## src/rtl/mem_arbiter.sv

```systemverilog
// mem_arbiter: two-requester (instruction fetch, data) arbiter onto a single
// unified memory port with fixed backend latency. One transaction at a time
// walks IDLE -> ISSUE -> WAIT -> DONE.
// Optional feature: define MEM_ARB_RR_EN for round-robin tie-breaking;
// without it the data port always wins simultaneous requests.
module mem_arbiter #(
    parameter int LATENCY = 2
) (
    input  logic        clk,
    input  logic        reset,
    input  logic        if_req,
    input  logic [15:0] if_addr,
    output logic        if_ack,
    output logic [15:0] if_rdata,
    output logic        if_stall,
    input  logic        dm_re,
    input  logic        dm_we,
    input  logic [15:0] dm_addr,
    input  logic [15:0] dm_wdata,
    output logic        dm_ack,
    output logic [15:0] dm_rdata,
    output logic        dm_stall,
    output logic [15:0] mem_addr,
    output logic        mem_re,
    output logic        mem_we,
    output logic [15:0] mem_wdata,
    input  logic [15:0] mem_rdata,
    output logic        busy
);

    typedef enum logic [1:0] {
        IDLE  = 2'd0,
        ISSUE = 2'd1,
        WAIT  = 2'd2,
        DONE  = 2'd3
    } state_t;

    state_t      state;
    state_t      state_nxt;
    logic [3:0]  cnt;
    logic        dm_req;
    logic        pick_if;
    logic        grant;
    logic        gnt_if_q;
    logic        we_q;
    logic [15:0] addr_q;
    logic [15:0] wdata_q;

`ifdef MEM_ARB_RR_EN
    logic        last_dm;

    // Round-robin history: remembers whether the data port took the last grant
    always_ff @(posedge clk) begin
        if (reset) begin
            last_dm <= 1'b1;
        end else if (grant) begin
            last_dm <= ~pick_if;
        end
    end
`endif

    // Request decode and arbitration; a grant is only possible from IDLE
    always_comb begin
        dm_req = dm_re | dm_we;
`ifdef MEM_ARB_RR_EN
        pick_if = if_req & (~dm_req | last_dm);
`else
        pick_if = if_req & ~dm_req;
`endif
        grant = (state == IDLE) & (if_req | dm_req);
    end

    // FSM state register
    always_ff @(posedge clk) begin
        if (reset) begin
            state <= IDLE;
        end else begin
            state <= state_nxt;
        end
    end

    // FSM next-state logic
    always_comb begin
        state_nxt = state;
        case (state)
            IDLE:  if (if_req | dm_req) state_nxt = ISSUE;
            ISSUE: state_nxt = WAIT;
            WAIT:  if (cnt == 4'd1) state_nxt = DONE;
            DONE:  state_nxt = IDLE;
            default: state_nxt = IDLE;
        endcase
    end

    // FSM outputs: strobes only in ISSUE, ack only in DONE, stalls follow acks
    always_comb begin
        mem_re   = (state == ISSUE) & ~we_q;
        mem_we   = (state == ISSUE) & we_q;
        busy     = (state != IDLE);
        if_ack   = (state == DONE) & gnt_if_q;
        dm_ack   = (state == DONE) & ~gnt_if_q;
        if_stall = if_req & ~if_ack;
        dm_stall = dm_req & ~dm_ack;
    end

    assign mem_addr  = addr_q;
    assign mem_wdata = wdata_q;

    // Transaction registers, latency counter and per-port read-data capture
    always_ff @(posedge clk) begin
        if (reset) begin
            cnt      <= 4'd0;
            gnt_if_q <= 1'b0;
            we_q     <= 1'b0;
            addr_q   <= 16'd0;
            wdata_q  <= 16'd0;
            if_rdata <= 16'd0;
            dm_rdata <= 16'd0;
        end else begin
            if (grant) begin
                // Write takes precedence when dm_re and dm_we are both high
                gnt_if_q <= pick_if;
                we_q     <= ~pick_if & dm_we;
                addr_q   <= pick_if ? if_addr : dm_addr;
                wdata_q  <= dm_wdata;
            end
            case (state)
                ISSUE:   cnt <= 4'(LATENCY);
                WAIT:    cnt <= cnt - 4'd1;
                default: cnt <= cnt;
            endcase
            if ((state == WAIT) && (cnt == 4'd1) && !we_q) begin
                if (gnt_if_q) begin
                    if_rdata <= mem_rdata;
                end else begin
                    dm_rdata <= mem_rdata;
                end
            end
        end
    end

endmodule

```

## config.mk

```make
export PLATFORM = sky130hd
export DESIGN_NAME = mem_arbiter
export DESIGN_NICKNAME = d
export VERILOG_FILES = /design/src/rtl/mem_arbiter.sv
export SDC_FILE = /design/constraint.sdc
export NUM_CORES = 1
export LEC_CHECK = 0
export ABC_CLOCK_PERIOD_IN_PS = 1870
export BUFFER_PORTS_ARGS = -buffer_cell sky130_fd_sc_hd__buf_2
export CORE_MARGIN = 10
export CORE_UTILIZATION = 46
export DETAILED_ROUTE_END_ITERATION = 8
export PLACE_DENSITY = 0.86
export SLEW_MARGIN = 20
export SYNTH_ARGS = -nofsm -noshare
export SYNTH_HDL_FRONTEND = slang
export SYNTH_SLANG_ARGS = --single-unit
```

## constraint.sdc

```tcl
create_clock -name clk -period 1.87 [get_ports clk]
set_input_delay 0.0935 -clock clk [delete_from_list [all_inputs] [get_ports clk]]
set_output_delay 0.0935 -clock clk [all_outputs]
set_load 0.01 [all_outputs]
```

==> metrics.txt <==
H-tree Lvls 3; Placed Instances 524; Post-CTS Setup Bufs 0; Final Instance Area 4109 um2; hold_ws 27.64 ps; Least-Margin Pin Slew 986.4 ps; maximum vdd drop 0.001203 V; worst path cell trace ha_1 -> or3b_2 -> a2111oi_1 -> a31o_2; row cnt 29; area of the multi-input gates 1444 um2; chip width 101.2 um; io pins 140; Ys Warns 0; share of cells above drive strength 1 35.70%; syn_nets 399; drt wl/cell 15.37 um; non-filler cells, final 556; status finished clean; antenna cells 0; Buf+Inv Stages, Crit Path 0; final hold viol count 0; Slew Limit Fails 0; post-layout total power 4.666 mW; unrepaired setup endpoints after global routing false; CTS Buf Count 9; maximum clock rate 0.5730 GHz; fill count 520; required time worst endpoint 2160 ps; synth top area cells dfxtp_1 (48%), mux2i_1 (16%), nand2_1 (9.4%), a211oi_1 (4.2%), a21oi_1 (3.1%); initial DRC count 115; largest net degree at the start of global routing 49; post-DP HPWL 6354 um; Lkg Pwr 1.997 nW; I/O Buffers 139; clock latency on the worst-skew pair 340 ps; Final period util 93.33%; post-route setup TNS 0 ps; final setup fails 0; synthesized area 3032 um2; CP Capture Type flop; Total GRT Usage 16.24%; Synth top cells by count nand2_1 (76), dfxtp_1 (72), mux2i_1 (48); gpl congestion 0.7976; delay-heaviest family, CP compound AO/OA/AOI/OAI gates; Startpoint Class flop; max_cap viols 0; # nets final 550; dpl cell area 3770 um2; area leader, netlist dfxtp_1; worst path arrival time 2030 ps; top cell type's share of synthesized area 47.54%; count leader, synth nand2_1; core area 6386 um2; initial antenna violation count 0; remaining antenna violation count 0; sequential element share of the synthesized area 47.54%; vias per inst 5.014; clock skew 8.419 ps; Post-synth ARST share 0%; Remaining DRCs 0; Worst-path clk slew 80 ps; die area 10,240 um2; Sequential Area 1441 um2; Worst Path Class, Setup flop to flop; Root Buffer clkbuf_8; synth unique cells 35; number of synthesized flops with an enable pin 0; Initial Util 47.47%; synthesized flop and latch total 72; drt pass-1 iters 4; slew margin rel. 33.84%; CP max stage cell or3b_2; remaining global-route overflow 0; DR vias 2,788; CTS tree built; vias in the first global route 2,873; first-pass GRT wire length 13,410 um; post-synthesis cell count 323; Min-Delay Path Class input port to flop; Detailed Route WL 8548 um; main flop type after synthesis dfxtp_1; Max stage delay on crit path 480 ps; Worst Path Max Fanout 6; Clock Sinks 72; Synth Area per Inst 9.386 um2; CTS max path bufs 2; P&R area growth vs syn 35.53%; minimum clock period 1745 ps; Chip Height 101.2 um; power density cells 1136 nW/um2
cell type report:
class,count,area share [%]
Sequential cell,72,35.08
Multi-Input combinational cell,222,35.14
Inverter,8,0.7308
Timing Repair Buffer,161,22.53
Tap cell,77,2.345
Clock inverter,7,1.157
Clock buffer,9,3.015
sequential cells by signal, indices dropped and copies added (netlist names):
| name | flops |
|---|---|
| cnt | 4 |
| dm_rdata | 16 |
| gnt_if_q | 1 |
| if_rdata | 16 |
| mem_addr | 16 |
| mem_wdata | 16 |
| state | 2 |
| we_q | 1 |
through the flow:
step	setup slack (ps)	util (%)
after global placement	149.5	59.03
final	124.8	64.34
after detailed placement	52.47	59.03
after global routing	16.57	64.34
after floorplan	185.0	-
after CTS	37.66	64.22
worst min-delay path, cell delays in order:
cell and delay (ps):
buf_2 100, nand2_1 60, mux2i_1 60
layout by cell type (no fill, tap or decap), types with 2 or more instances in the layout:
master	synthesis	final
a211oi_1	17	17
a21oi_1	19	19
a22oi_1	2	2
and2_1	2	2
buf_12	1	2
buf_2	3	139
buf_4	2	4
clkbuf_8	0	9
clkinv_2	0	3
clkinvlp_4	0	2
dfxtp_1	72	72
dlygate4sd3_1	0	16
ha_1	7	7
inv_1	7	7
mux2i_1	48	48
nand2_1	76	76
nand2b_1	4	4
nand2b_4	2	2
nand4b_1	2	2
nor2_1	22	22
nor2b_1	4	4
nor3_1	2	2
o21ai_0	2	2
o31a_1	2	2
final timing paths:
check	from	end	slack, ps	depth (start not counted)
worst min register to register	mem_wdata[2]	mem_wdata[2]	450	2
worst max-delay path	cnt[0]	state[1]	120	4
worst max register to register	cnt[0]	state[1]	120	4
worst min-delay path	mem_rdata[6]	dm_rdata[6]	30	3
report_power, final:
| group | switching (mW) | total, mW | leakage [nW] | internal, mW |
|---|---|---|---|---|
| clock | 0.572 | 1.05 | 0.0854 | 0.480 |
| sequential | 0.164 | 1.97 | 0.588 | 1.80 |
| combinational | 0.961 | 1.65 | 1.32 | 0.687 |
metal layers:
layer | share of wire (%) | vias to the layer above | GRT usage (%)
met3 | 13 | 11 | 8.033
met5 | 0 | - | 0
met2 | 44 | 149 | 24.61
met4 | 2.0 | 0 | 8.467
li1 | - | 1396 | -
met1 | 42 | 1232 | 18.50
kinds of logic after synthesis:
family	Yosys count	share of synthesized area, %
AO/OA/AOI/OAI	47	10.28
adder cells (fa/ha/maj)	7	2.889
buffers and inverters	29	5.241
flip-flops	72	47.54
multiplexers	48	15.85
AND/OR/NAND/NOR	120	18.20
what timing repair did:
action | 4_1_cts | 5_1_grt
resized for setup | 0 | 2
endpoints found under the hold margin | 16 | 0
hold buffers | 16 | 0
endpoints found under the setup margin | 0 | 1
No activity file was read; power rests on OpenSTA's default activity.
